## config.mk

```make
export PLATFORM = sky130hd
export DESIGN_NAME = bioram_port_ctrl
export DESIGN_NICKNAME = d
export VERILOG_FILES = /design/src/rtl/bioram_port_ctrl.sv
export SDC_FILE = /design/constraint.sdc
export NUM_CORES = 1
export LEC_CHECK = 0
export CORE_MARGIN = 8
export CORE_UTILIZATION = 39
export CTS_CLUSTER_SIZE = 28
export DETAILED_ROUTE_END_ITERATION = 8
export PLACE_DENSITY = 0.78
export SLEW_MARGIN = 30
export SYNTH_ARGS = -nofsm -noshare
export SYNTH_HDL_FRONTEND = slang
export SYNTH_SLANG_ARGS = --single-unit
```

## constraint.sdc

```tcl
create_clock -name clk -period 3.8 [get_ports clk]
set_input_delay 0.76 -clock clk [delete_from_list [all_inputs] [get_ports clk]]
set_output_delay 0.76 -clock clk [all_outputs]
set_load 0.005 [all_outputs]
```

## src/rtl/bioram_port_ctrl.sv

```systemverilog
// bioram_port_ctrl
//   Request/response front end for a 1Kx32 single-port SRAM macro.
//   Requests are forwarded to the macro in the cycle they are accepted.
//   Read data returns from the macro one cycle later and is captured into
//   a 2-entry response FIFO, so a read response appears two cycles after
//   acceptance at the earliest. Writes produce no response.
//
// Ports
//   clk, reset          : sole clock (rising edge); asynchronous active-high reset
//   req_*               : request channel (valid/ready), byte address, data, strobes
//   resp_*              : response channel (valid/ready), read data
//   ram_*               : SRAM macro pins (active-low enables, margins, tie-offs)
module bioram_port_ctrl #(
  parameter logic [2:0] EMA  = 3'b010,
  parameter logic [1:0] EMAW = 2'b00,
  parameter logic       EMAS = 1'b0
) (
  input  logic        clk,
  input  logic        reset,
  input  logic        req_valid,
  output logic        req_ready,
  input  logic        req_we,
  input  logic [11:0] req_addr,
  input  logic [31:0] req_wdata,
  input  logic [3:0]  req_strb,
  output logic        resp_valid,
  input  logic        resp_ready,
  output logic [31:0] resp_rdata,
  output logic        ram_cen,
  output logic        ram_gwen,
  output logic [31:0] ram_wen,
  output logic [9:0]  ram_a,
  output logic [31:0] ram_d,
  output logic [2:0]  ram_ema,
  output logic [1:0]  ram_emaw,
  output logic        ram_emas,
  output logic        ram_ret1n,
  output logic        ram_wabl,
  output logic [1:0]  ram_wablm,
  output logic        ram_rawl,
  output logic [1:0]  ram_rawlm,
  input  logic [31:0] ram_q
);

  // Expand byte strobes into the macro's active-low per-bit write enables.
  function automatic logic [31:0] strb_to_wen(input logic [3:0] strb);
    logic [31:0] wen;
    wen = 32'hFFFF_FFFF;
    for (int k = 0; k < 4; k++) begin
      if (strb[k]) begin
        wen[8*k +: 8] = 8'h00;
      end else begin
        wen[8*k +: 8] = 8'hFF;
      end
    end
    return wen;
  endfunction

  logic        rd_inflight_q, rd_inflight_d;
  logic [1:0]  count_q, count_d;
  logic        wr_ptr_q, wr_ptr_d;
  logic        rd_ptr_q, rd_ptr_d;
  logic [31:0] fifo_q [2];
  logic [31:0] fifo_d [2];

  logic        pop_s;
  logic        push_s;
  logic        accept_s;
  logic        rd_acc_s;
  logic        wr_acc_s;
  logic [2:0]  occ_s;
  logic [1:0]  unused_addr_s;

  assign unused_addr_s = req_addr[1:0];

  // Constant macro pins: margins from parameters, retention off, assists off.
  assign ram_ema   = EMA;
  assign ram_emaw  = EMAW;
  assign ram_emas  = EMAS;
  assign ram_ret1n = 1'b1;
  assign ram_wabl  = 1'b0;
  assign ram_wablm = 2'b00;
  assign ram_rawl  = 1'b0;
  assign ram_rawlm = 2'b00;

  // Handshake, macro control and FIFO next-state.
  always_comb begin
    ram_a      = req_addr[11:2];
    ram_d      = req_wdata;
    resp_valid = (count_q != 2'd0);
    resp_rdata = fifo_q[rd_ptr_q];
    pop_s      = resp_valid && resp_ready;
    push_s     = rd_inflight_q;

    // Occupancy seen by a new request: queued + in flight - leaving now.
    // A slot freed by a same-cycle pop may be reused immediately.
    occ_s = {1'b0, count_q} + {2'b00, rd_inflight_q} - {2'b00, pop_s};

    if (reset) begin
      req_ready = 1'b0;
    end else begin
      req_ready = (occ_s < 3'd2);
    end

    accept_s = req_valid && req_ready;
    rd_acc_s = accept_s && !req_we;
    // A write with no strobes is accepted but never touches the macro.
    wr_acc_s = accept_s && req_we && (req_strb != 4'h0);

    ram_cen = !(rd_acc_s || wr_acc_s);
    if (accept_s && req_we) begin
      ram_gwen = 1'b0;
      ram_wen  = strb_to_wen(req_strb);
    end else begin
      ram_gwen = 1'b1;
      ram_wen  = 32'hFFFF_FFFF;
    end

    rd_inflight_d = rd_acc_s;
    count_d       = count_q + {1'b0, push_s} - {1'b0, pop_s};
    wr_ptr_d      = wr_ptr_q ^ push_s;
    rd_ptr_d      = rd_ptr_q ^ pop_s;
    fifo_d        = fifo_q;
    if (push_s) begin
      fifo_d[wr_ptr_q] = ram_q;
    end else begin
      fifo_d[wr_ptr_q] = fifo_q[wr_ptr_q];
    end
  end

  // State registers; reset drops any in-flight read and queued responses.
  always_ff @(posedge clk or posedge reset) begin
    if (reset) begin
      rd_inflight_q <= 1'b0;
      count_q       <= 2'd0;
      wr_ptr_q      <= 1'b0;
      rd_ptr_q      <= 1'b0;
      fifo_q[0]     <= 32'd0;
      fifo_q[1]     <= 32'd0;
    end else begin
      rd_inflight_q <= rd_inflight_d;
      count_q       <= count_d;
      wr_ptr_q      <= wr_ptr_d;
      rd_ptr_q      <= rd_ptr_d;
      fifo_q        <= fifo_d;
    end
  end

endmodule
```

* After elaboration in Yosys (flattened, before gate mapping) *
Index checks and enable logic that the tools add are counted.

cells by class
  add/sub/neg operators = 4
  mux-type cells = 18
  reduce and logical (&&, ||, !) cells = 11
  $lt $le $gt $ge = 4
  bitwise logic cells = 4

operator list
  kind                                                                  number
  32-bit 2-to-1 mux                                                     8
  64-bit bitwise mux                                                    2
  64-bit 2-to-1 mux                                                     1
  32-bit demux with 1-bit select                                        1
  8-bit 2-to-1 mux                                                      4
  1-bit logical AND                                                     6
  2-bit >= comparator, second input constant                            2
  1-bit inverter with 2-bit output                                      2
  4-bit nonzero test                                                    1
  2-bit by 1-bit adder with 3-bit output                                1
  3-bit by 2-bit < comparator with 1-bit output, second input constant  1
  3-bit by 1-bit subtractor with 3-bit output                           1
  2-bit by 1-bit adder with 2-bit output                                1
  1-bit zero test                                                       2
  2-bit by 1-bit < comparator with 1-bit output, second input constant  1
  1-bit 2-to-1 mux                                                      2
  2-bit nonzero test                                                    1
  2-bit by 1-bit subtractor with 2-bit output                           1
  1-bit XOR                                                             2
  1-bit logical OR                                                      1

word-level totals
  register bits = 69
  bits of input ports = 85
  word-level logic and storage cells = 47

* Depth between registers and ports, before layout *
  depth in word-level cells = 10
  depth in mapped cells = 11
  gate-level depth less buffers = 10

* Worst setup path after synthesis *
OpenSTA, ideal clock, no wires.

  kind = input to output
  start = in resp_ready
  end = out ram_wen[10]
  arrival = 2717 ps
  setup slack = 323 ps
  stages = 10
  required time = 3040 ps
  path through = and2_1 > ha_1 > inv_1 > ha_1 > inv_1 > fa_1 > inv_1 > nor4_2 > nand2_1 > buf_4

between the ends
  longest elaborated chain between the ends = 7

ends and longest elaborated chain
  item                                           line  text
  from (decl)                                    27    input logic resp_ready,
  1-bit logical AND                              92    pop_s = resp_valid && resp_ready;
  3-bit by 1-bit subtractor with 3-bit output    97    occ_s = {1'b0, count_q} + {2'b00, rd_inflight_q} - {2'b00, pop_s};
  3-bit by 2-bit < comparator with 1-bit output  102   req_ready = (occ_s < 3'd2);
  1-bit 2-to-1 mux                               99    if (reset) begin
  1-bit logical AND                              105   accept_s = req_valid && req_ready;
  1-bit logical AND                              111   if (accept_s && req_we) begin
  32-bit 2-to-1 mux                              111
  to (decl)                                      31    output logic [31:0] ram_wen,

Every way passes these cells.

* Final worst setup path *
  start = reg count_q[1]
  end = out ram_wen[30]

between the ends
  longest elaborated chain between the ends = 8

ends and longest elaborated chain
  item                                                                            line  text
  from (decl)                                                                     60    logic [1:0] count_q, count_d;
  from (signal assigned)                                                          142   count_q <= count_d;
  branches (longest 2 deep; another with 2-bit by 1-bit adder with 3-bit output)  -
  3-bit by 1-bit subtractor with 3-bit output (*)                                 97
  3-bit by 2-bit < comparator with 1-bit output (*)                               102
  1-bit 2-to-1 mux (*)                                                            99
  1-bit logical AND (*)                                                           105
  1-bit logical AND (*)                                                           111
  32-bit 2-to-1 mux (*)                                                           111

Every way passes the cells marked *.

==> results <==
routing by layer:
layer | up-vias | GRT usage (%)
li1 | 970 | -
met4 | 0 | 6.48
met3 | 23 | 6.34
met2 | 107 | 23.7
met5 | - | 0
met1 | 1091 | 12.0
timing repair:
action / CTS / global route
pin swaps: 5 / 3
resized for setup: 72 / 41
endpoints found under the setup margin: 35 / 33
hold endpoints to repair: 0 / 0
buffers inserted: 4 / 3
power groups by stage:
stage,Sequential (mW),Clock (mW),Combinational (mW)
after floorplan,1.24,0,0.944
after global placement,1.26,0,1.65
after detailed placement,1.30,0,1.70
after CTS,1.28,0.750,1.77
after global routing,1.33,0.781,1.94
final,1.28,0.725,1.79
registers in the layout, indices dropped and copies added (netlist names):
| name | cells |
|---|---|
| wr_ptr_q | 1 |
| fifo_q | 64 |
| rd_ptr_q | 1 |
| push_s | 1 |
| count_q | 2 |
area by class of cell:
type	count	area (µm²)
Clock buffer	11	141
Clock inverter	5	108
Tap cell	129	161
Sequential cell	69	1730
Inverter	6	25.0
Timing Repair Buffer	123	1120
Fill cell	782	4560
Multi-Input combinational cell	130	1400
worst paths after layout:
path,cells past startpoint,slack [ns],start,end
max reg2reg,11,1.45,count_q[1],push_s
min reg2reg,1,0.49,fifo_q[49],fifo_q[49]
min in group asynchronous,3,1.00,reset,count_q[0]
max in group asynchronous,3,2.43,reset,fifo_q[15]
min,1,0.49,fifo_q[49],fifo_q[49]
max,14,0.10,count_q[1],ram_wen[30]
kinds of logic after synthesis:
kind of cell	count (synthesis)	share of synthesized area, %
xor gates and xnor gates	3	0.711
adders and majority gates	3	1.22
buffers and inverters	99	19.5
DFF	69	46.7
muxes	96	29.2
other	2	0.203
and+or+nand+nor	15	2.44
through the flow:
step,TNS [ns],cells,utilization (%)
final,0,473,50.6
after global routing,-0.0785,473,50.6
after CTS,-0.393,470,50.9
after detailed placement,-14.79,450,47.2
after global placement,-14.18,449,46.9
after floorplan,0,298,-
placed cells by master (no fill, tap or decap), types with 2 or more instances in the layout:
cell type        instances
clkbuf_8                10
conb_1                  13
nand2_2                  3
xor2_1                   2
clkinv_4                 2
bufinv_16                3
ha_4                     2
inv_2                    4
mux2_1                  14
dfrtp_1                 69
buf_4                   12
clkdlybuf4s15_1         10
clkdlybuf4s50_1         72
dlygate4sd2_1            6
nand2_1                  2
clkbuf_2                19
mux2_2                  82
buf_6                    3
==> key figures <==
Clock network
  – H-tree levels: 3
  – Clock Latency Late Sink: 0.33 ns
  – CTS Buf Count: 9
  – Cts hold-fix bufs: 0
  – Reg clk slew, reported paths: roughly 0.070 ns
  – CTS sink count: 69
  – CTS Root Cell: clkbuf_8
  – CTS tree: built
  – Bufs on Longest Clock Path: 2

Routing
  – Routed wl met2: 4370 µm
  – M1 WL: 2860 µm
  – Routed wl met3: 823 µm
  – Drt initial violations: 26
  – Top Metal Used: met4
  – Antenna-violating nets left: 0
  – Routed len/inst: around 18 µm
  – DR pass1 iterations: 4
  – Via count: roughly 2.2k
  – Total Wirelength: 8300 µm
  – Detailed-route DRC error count: 0
  – Average vias per placed instance: 4.63

Global route
  – Via count of the first global-routing pass: 2539
  – Total grt overflow: 0
  – Pin count of the biggest net entering global routing: 39
  – Initial antenna violation count: 0
  – Gr usage total: 13.1%
  – First-pass GRT wire length: 13100 µm

Power
  – Tot Pwr: 3.80 mW
  – Clock power share: 19.1%
  – LEAKAGE: 2.01 nW
  – Pwr dens: 811 mW/mm²
  – Maximum VDD drop: 0.278 mV
  – Part of the power in combinational logic: 47.3%
  – Seq pwr share: 33.6%
  – Sw frac: 27.9%
  – Internal Power: ~2.7 mW
  – Switching power: between 1 and 1.5 mW

Cells and area
  – N_diodes: 0
  – Area grow syn2layout: 26.5%
  – Post-layout instance area: 0.00468 mm²
  – Layout cells sized above 1: ~44%
  – NumNets Final: roughly 430

Timing
  – Period utilisation layout: 97.4%
  – Slew Limit Fails: 0
  – Highest Clock Rate: between 200 and 300 MHz
  – Final setup viols: 0
  – Final Hold Fails: 0
  – Max_slew headroom: 42.5%
  – Fin crit period: between 3 and 4 ns
  – Hold_ws: between 0.4 and 0.5 ns
  – Clock Skew: 0.00972 ns
  – Worst-margin pin slew: 0.860 ns
  – Setup ws final: approximately 0.1 ns

Die
  – Die width: about 110 µm
  – CORE AREA: slightly above 0.009 mm²
  – I/O Pins: 208
  – Die Area: about 0.013 mm²
  – Die Ht: 113 µm
  – Initial Util: between 40 and 50%
  – Rows: 35

Synthesis
  – Synth top area cells: dfrtp_1 47%, mux2_2 25%, buf_4 17%
  – Synth top cells by count: 86 x buf_4, 82 x mux2_2, 69 x dfrtp_1
  – Yosys top cell by area: dfrtp_1
  – Post-synthesis cell count: 287
  – Top cell type's share of synthesized area: 46.7%
  – Yosys reg bits: 69
  – Yosys warns: 0
  – Synth cell types: 22
  – Cell Area, Synth: between 0.003 and 0.004 mm²
  – Sequential area share after synthesis: approximately 47%
  – Top-count cell post-synth: buf_4
  – Async SR Flop Fraction: 100%
  – Top_reg_cell synth: dfrtp_1
  – Post-synth EDFFs: 0
  – Avg Cell Area, Syn: 12.9 µm²

Place
  – Placer Congestion: 0.682
  – Buffers on Ports: between 100 and 150
  – Post-Place Worst Slack: -0.463 ns
  – DP Area: 0.00436 mm²
  – Detailed Place HPWL: 5980 µm

Setup path
  – Startpoint types: register
  – CP max stage cell: fa_2
  – Delay-heaviest family, CP: adder cells
  – CP cell instances: or2_4, and2_4, ha_4, inv_2, ha_4, inv_2, fa_2, inv_4, nor4_4, buf_4, buf_6, nand2_8, buf_6, buf_6
  – Crit path top cell by count: buf_6
  – Worst path bufs/invs: 7
  – Crit path max fanout: 8
  – Crit path DAT: slightly below 3 ns
  – WS Path Type: reg -> out
  – Required time of the critical path: 3.04 ns
  – Max incr delay on CP: 0.55 ns
  – CP endpoint kind: primary output

Job
  – Max cap viols: 0

Outcome
  – Outcome: complete, no violations

Min path
  – HP Class: reg -> reg
Power figures use the tool's default switching activity.
